**src/rtl/motoro301_uart_cmd_rx.sv**
```systemverilog
// motoro301 UART 8N1 command receiver.
// Recovers bytes from uRx, parses A5 CMD FH FL CS frames, drives motor top.
module motoro301_uart_cmd_rx #(
  parameter int CLK_HZ       = 50_000_000,
  parameter int BAUD         = 115200,
  parameter int DEF_FREQ     = 100,
  parameter int TIMEOUT_BITS = 40
) (
  input  logic       clk50mhz,
  input  logic       reset,
  input  logic       uRx,
  output logic       m3start,
  output logic       m3invOrStop,
  output logic [9:0] m3freq,
  output logic       cmdStrobe,
  output logic       rxErr,
  output logic       byteValid,
  output logic [7:0] byteData
);

  localparam int DIV = CLK_HZ / BAUD;
  localparam int TO  = TIMEOUT_BITS * DIV;
  localparam int CW  = $clog2(TO + 1);

  localparam logic [CW-1:0] HALF = CW'(DIV / 2 - 1);
  localparam logic [CW-1:0] FULL = CW'(DIV - 1);
  localparam logic [CW-1:0] TOV  = CW'(TO);
  localparam logic [9:0]    DEFF = 10'(DEF_FREQ);

  typedef enum logic [2:0] {
    B_IDLE, B_START, B_DATA, B_STOP, B_BREAK
  } bst_e;

  typedef enum logic [2:0] {
    P_HDR, P_CMD, P_FH, P_FL, P_CS
  } pst_e;

  logic s1_q, s2_q, rx;

  bst_e          bst_q, bst_d;
  logic [CW-1:0] bcnt_q, bcnt_d;
  logic [2:0]    bidx_q, bidx_d;
  logic [7:0]    sh_q, sh_d;
  logic          bv_q, bv_d;
  logic [7:0]    bdat_q, bdat_d;
  logic          ferr_q, ferr_d;

  pst_e          pst_q, pst_d;
  logic [1:0]    cmd_q, cmd_d;
  logic [1:0]    fh_q, fh_d;
  logic [7:0]    fl_q, fl_d;
  logic [CW-1:0] tcnt_q, tcnt_d;
  logic          start_q, start_d;
  logic          inv_q, inv_d;
  logic [9:0]    freq_q, freq_d;
  logic          stb_q, stb_d;
  logic          perr_q, perr_d;

  // two-flop synchronizer on the async line, idles high
  always_ff @(posedge clk50mhz or posedge reset) begin
    if (reset) begin
      s1_q <= 1'b1;
      s2_q <= 1'b1;
    end else begin
      s1_q <= uRx;
      s2_q <= s1_q;
    end
  end

  assign rx = s2_q;

  // bit-level receiver state
  always_ff @(posedge clk50mhz or posedge reset) begin
    if (reset) begin
      bst_q  <= B_IDLE;
      bcnt_q <= '0;
      bidx_q <= '0;
      sh_q   <= '0;
      bv_q   <= 1'b0;
      bdat_q <= '0;
      ferr_q <= 1'b0;
    end else begin
      bst_q  <= bst_d;
      bcnt_q <= bcnt_d;
      bidx_q <= bidx_d;
      sh_q   <= sh_d;
      bv_q   <= bv_d;
      bdat_q <= bdat_d;
      ferr_q <= ferr_d;
    end
  end

  // bit FSM: mid-bit sampling, LSB first, stop=0 is a framing error
  always_comb begin
    bst_d  = bst_q;
    bcnt_d = bcnt_q;
    bidx_d = bidx_q;
    sh_d   = sh_q;
    bv_d   = 1'b0;
    bdat_d = bdat_q;
    ferr_d = 1'b0;
    case (bst_q)
      B_IDLE: begin
        if (!rx) begin
          bst_d  = B_START;
          bcnt_d = HALF;
        end
      end
      B_START: begin
        if (bcnt_q != '0) begin
          bcnt_d = bcnt_q - 1'b1;
        end else if (!rx) begin
          bst_d  = B_DATA;
          bcnt_d = FULL;
          bidx_d = '0;
        end else begin
          bst_d = B_IDLE;
        end
      end
      B_DATA: begin
        if (bcnt_q != '0) begin
          bcnt_d = bcnt_q - 1'b1;
        end else begin
          sh_d   = {rx, sh_q[7:1]};
          bcnt_d = FULL;
          if (bidx_q == 3'd7) bst_d = B_STOP;
          else bidx_d = bidx_q + 1'b1;
        end
      end
      B_STOP: begin
        if (bcnt_q != '0) begin
          bcnt_d = bcnt_q - 1'b1;
        end else if (rx) begin
          bv_d   = 1'b1;
          bdat_d = sh_q;
          bst_d  = B_IDLE;
        end else begin
          ferr_d = 1'b1;
          bst_d  = B_BREAK;
        end
      end
      B_BREAK: begin
        if (rx) bst_d = B_IDLE;
      end
      default: bst_d = B_IDLE;
    endcase
  end

  // frame parser and motor command state
  always_ff @(posedge clk50mhz or posedge reset) begin
    if (reset) begin
      pst_q   <= P_HDR;
      cmd_q   <= '0;
      fh_q    <= '0;
      fl_q    <= '0;
      tcnt_q  <= '0;
      start_q <= 1'b0;
      inv_q   <= 1'b0;
      freq_q  <= DEFF;
      stb_q   <= 1'b0;
      perr_q  <= 1'b0;
    end else begin
      pst_q   <= pst_d;
      cmd_q   <= cmd_d;
      fh_q    <= fh_d;
      fl_q    <= fl_d;
      tcnt_q  <= tcnt_d;
      start_q <= start_d;
      inv_q   <= inv_d;
      freq_q  <= freq_d;
      stb_q   <= stb_d;
      perr_q  <= perr_d;
    end
  end

  // parser FSM: validate each field, commit on good checksum
  always_comb begin
    pst_d   = pst_q;
    cmd_d   = cmd_q;
    fh_d    = fh_q;
    fl_d    = fl_q;
    tcnt_d  = tcnt_q;
    start_d = start_q;
    inv_d   = inv_q;
    freq_d  = freq_q;
    stb_d   = 1'b0;
    perr_d  = 1'b0;
    if (bv_q) tcnt_d = '0;
    else if (tcnt_q != TOV) tcnt_d = tcnt_q + 1'b1;
    if (bv_q) begin
      case (pst_q)
        P_HDR: begin
          if (bdat_q == 8'hA5) pst_d = P_CMD;
        end
        P_CMD: begin
          if (bdat_q[7:2] != 6'd0) begin
            perr_d = 1'b1;
            pst_d  = P_HDR;
          end else begin
            cmd_d = bdat_q[1:0];
            pst_d = P_FH;
          end
        end
        P_FH: begin
          if (bdat_q[7:2] != 6'd0) begin
            perr_d = 1'b1;
            pst_d  = P_HDR;
          end else begin
            fh_d  = bdat_q[1:0];
            pst_d = P_FL;
          end
        end
        P_FL: begin
          fl_d  = bdat_q;
          pst_d = P_CS;
        end
        P_CS: begin
          pst_d = P_HDR;
          if (bdat_q == ({6'd0, cmd_q ^ fh_q} ^ fl_q)) begin
            start_d = cmd_q[0];
            inv_d   = cmd_q[1];
            freq_d  = {fh_q, fl_q};
            stb_d   = 1'b1;
          end else begin
            perr_d = 1'b1;
          end
        end
        default: pst_d = P_HDR;
      endcase
    end else if (pst_q != P_HDR && (ferr_q || tcnt_q == TOV)) begin
      pst_d = P_HDR;
    end
  end

  assign m3start     = start_q;
  assign m3invOrStop = inv_q;
  assign m3freq      = freq_q;
  assign cmdStrobe   = stb_q;
  assign rxErr       = ferr_q | perr_q;
  assign byteValid   = bv_q;
  assign byteData    = bdat_q;

endmodule

```
**config.mk**
```make
export PLATFORM = sky130hd
export DESIGN_NAME = motoro301_uart_cmd_rx
export DESIGN_NICKNAME = d
export VERILOG_FILES = /design/src/rtl/motoro301_uart_cmd_rx.sv
export SDC_FILE = /design/constraint.sdc
export NUM_CORES = 1
export LEC_CHECK = 0
export BUFFER_PORTS_ARGS = -buffer_cell sky130_fd_sc_hd__buf_4
export CAP_MARGIN = 20
export CELL_PAD_IN_SITES_DETAIL_PLACEMENT = 0
export CELL_PAD_IN_SITES_GLOBAL_PLACEMENT = 2
export CORE_ASPECT_RATIO = 0.5
export CORE_UTILIZATION = 43
export CTS_CLUSTER_SIZE = 16
export DETAILED_ROUTE_END_ITERATION = 10
export GPL_TIMING_DRIVEN = 0
export PLACE_DENSITY = 0.87
export RECOVER_POWER = 25
export SLEW_MARGIN = 25
export SYNTH_ARGS = -nofsm -noshare
export SYNTH_HDL_FRONTEND = slang
export SYNTH_SLANG_ARGS = --single-unit
```
**constraint.sdc**
```tcl
create_clock -name clk50mhz -period 8.3 [get_ports clk50mhz]
set_clock_uncertainty 0.2 [all_clocks]
set_input_delay 1.66 -clock clk50mhz [delete_from_list [all_inputs] [get_ports clk50mhz]]
set_output_delay 1.66 -clock clk50mhz [all_outputs]
set_load 0.005 [all_outputs]
```
==> out/metrics.csv <==
metric,value,unit
Synth Area per Inst,10.7,sq um
final core utilization,0.535,
post-synth top area cell,dfrtp_1,
Fillers,811,
met2 Use GR,0.324,
Starting Density,0.460,
"count leader, synth",dfrtp_1,
largest net degree at the start of global routing,47,
Setup Buffers After CTS,0,
GP Congestion,0.841,
top achievable clock speed,0.324,GHz
Synth Cell Area,4160,sq um
final net count,435,
Post-Synthesis Cells,389,
clock sink count,85,
Num CTS Buffers,9,
Seq pwr share,0.497,
"Slew Viols, Final",46,
area delta synth->final,16.4,%
min-delay worst type,reg -> reg,
dpl ws,5.61,ns
die height,71.5,um
hold slack,0.159,ns
Syn Nets,398,
ANT cells,0,
initial antenna violation count,0,
flop and latch count out of synthesis,85,
Worst-Margin Slew,2.14,ns
first-pass GRT wire length,15200,um
clock buffer depth,2,
total number of vias,3053,
overall power,0.836,mW
Worst setup SP type,input pin,
die footprint,10100,sq um
"Clk Latency, worst-skew pair",0.33,ns
drt pass-1 iters,4,
Detail Placement HPWL,6180,um
Synth Flop Type,dfrtp_1,
drt drc,0,
CTS root buf,clkbuf_16,
drt wl/cell,15.5,um
Non-Filler Instances,561,
H-tree Lvls,3,
switching power,0.175,mW
Synthesis Warnings,0,
M1 GR Usage,0.249,
violated checks,"max-capacitance violations, max-slew violations",
routing usage on met3,0.0448,
worst hold stages,0,
Post-DRT Antenna Nets,0,
synth top area cells,"dfrtp_1 48%, mux2_2 11%, xnor2_1 4.2%",
CTS resizes,0,
Max VDD drop,0.0915,mV
most common library cells after synthesis,"80 x dfrtp_1, 41 x mux2_2, 36 x nor2_1, 32 x nand2_1, 20 x xnor2_1",
Worst Path Max Fanout,46,
minimum clock period,3.09,ns
Max-Slew Margin vs Limit,-0.437,
top cell type's share of synthesized area,0.482,
number of flops mapped to enable cells by yosys,0,
RSZ-0062 raised after global routing,no,
switching fraction of total power,0.210,
clock power share,0.488,
Total Neg Setup Slack,0,ns
max-cap viol count,1,
outcome,"finished, violations left",
placed standard-cell area,4530,sq um
vias in the first global route,3153,
Reg2Reg Depth,6,
"FFs w/ async S/R, synth",1.00,
layout cell share with drive strength beyond 1,0.237,
PortBufs,25,
Post-Layout Inst Area,4830,sq um
crit share post-route,0.372,
Core Area,9040,sq um
Via density,5.44,
post-synthesis sequential area ratio,0.513,
cell row count,24,
endpoints failing setup,0,
GRT Max-Usage Layer,met2,
Final WS setup,5.21,ns
Leak,2.27,nW
dpl cells,545,
hold_buf cts,0,
I/O pins,26,
GRT Total Usage,0.191,
Logic pwr share,0.015,
CTS tree,done,
Critical Path AT,3.34,ns
WL final,8670,um
grt ovf,0,
Worst Setup Path Type,in -> async,
Critical Path RT,8.55,ns
Clock transition at path regs,0.06,ns
Fin. Hold Viols,0,
Internal Dissipation,0.661,mW
Die Span X,141,um
first-iteration detailed-routing DRC count,167,
PwrDens,173,nW/um^2
CP endpoint kind,async pin,
synth unique cells,51,
[final cells by class]
type	count	area (sq um)	area share
clock buffers	10	239	0.0494
repair buffers	26	208	0.0430
multi-input cells	279	1920	0.396
plain buffers	13	61.3	0.0127
inverters	12	46.3	0.00958
well taps	130	163	0.0336
flip-flops and latches	85	2130	0.441
clock inverters	6	68.8	0.0142
[worst max-delay path, cell delays in order]
cell        delay, ns
clkbuf_4         0.11
clkinvlp_2       1.22
buf_12           0.33
[kinds of logic (layout without fill, tap and decap cells)]
logic type                 after synthesis  count (layout)  synth area share
and+or+nand+nor                        151             151             0.190
AOI/OAI and AO/OA                       51              51            0.0780
muxes                                   42              42             0.114
adders and majority gates                6               6            0.0181
buffers and inverters                   25              67            0.0256
DFF                                     85              85             0.513
xor gates and xnor gates                29              29            0.0611
[worst paths after layout]
| path | from | to | slack (ns) |
|---|---|---|---|
| worst max-delay path | reset | m3freq[2]$_DFFE_PP1P_ | 5.21 |
| worst min-delay path | s1_q$_DFF_PP1_ | rx$_DFF_PP1_ | 0.16 |
| worst max register to register | bcnt_q[6]$_DFFE_PP0P_ | sh_q[4]$_DFFE_PP0P_ | 5.64 |
| worst min register to register | s1_q$_DFF_PP1_ | rx$_DFF_PP1_ | 0.16 |
| max in group clk50mhz | ferr_q$_DFF_PP0_ | rxErr | 5.31 |
| min in group asynchronous | reset | bcnt_q[10]$_DFFE_PP0P_ | 1.71 |
[power groups by stage]
stage	combinational (mW)	sequential (mW)	clock (mW)
after floorplan	0.00797	0.423	0
after global placement	0.0113	0.423	0
after detailed placement	0.0132	0.423	0
after CTS	0.0133	0.415	0.421
after global routing	0.0149	0.415	0.437
final	0.0125	0.416	0.408
[registers in the layout (all words and copies together) (netlist names), 8 cells and up]
register,flops
sh_q,8
tcnt_q,15
m3freq,10
fl_q,8
byteData,8
bcnt_q,15
[placed cells by master, fill, tap and decap left out, types with 3 or more instances in the layout]
master / netlist / final
xnor2_1: 20 / 20
or2_2: 3 / 3
nand4_1: 8 / 8
nand2b_1: 4 / 4
nor2_1: 36 / 36
o21ai_0: 15 / 15
nor4_1: 8 / 8
xor2_1: 9 / 9
clkbuf_16: 0 / 9
a31oi_1: 5 / 5
buf_4: 1 / 24
a21oi_1: 12 / 12
dfstp_2: 5 / 5
inv_1: 12 / 11
mux2_2: 41 / 41
nor3_1: 10 / 10
and3_1: 3 / 3
or3_1: 8 / 8
ha_1: 6 / 6
nand3_1: 18 / 18
dfrtp_1: 80 / 80
nand4b_1: 3 / 3
clkbuf_1: 8 / 8
nor2b_1: 4 / 4
nor3b_1: 4 / 4
nand2_1: 32 / 32
[layer usage]
metal | vias up | share of wire
met3 | 9 | 0.029
met2 | 52 | 0.48
met5 | - | 0
li1 | 1463 | -
met1 | 1529 | 0.49
met4 | 0 | 0.0083
No activity file was read; power rests on OpenSTA's default activity.
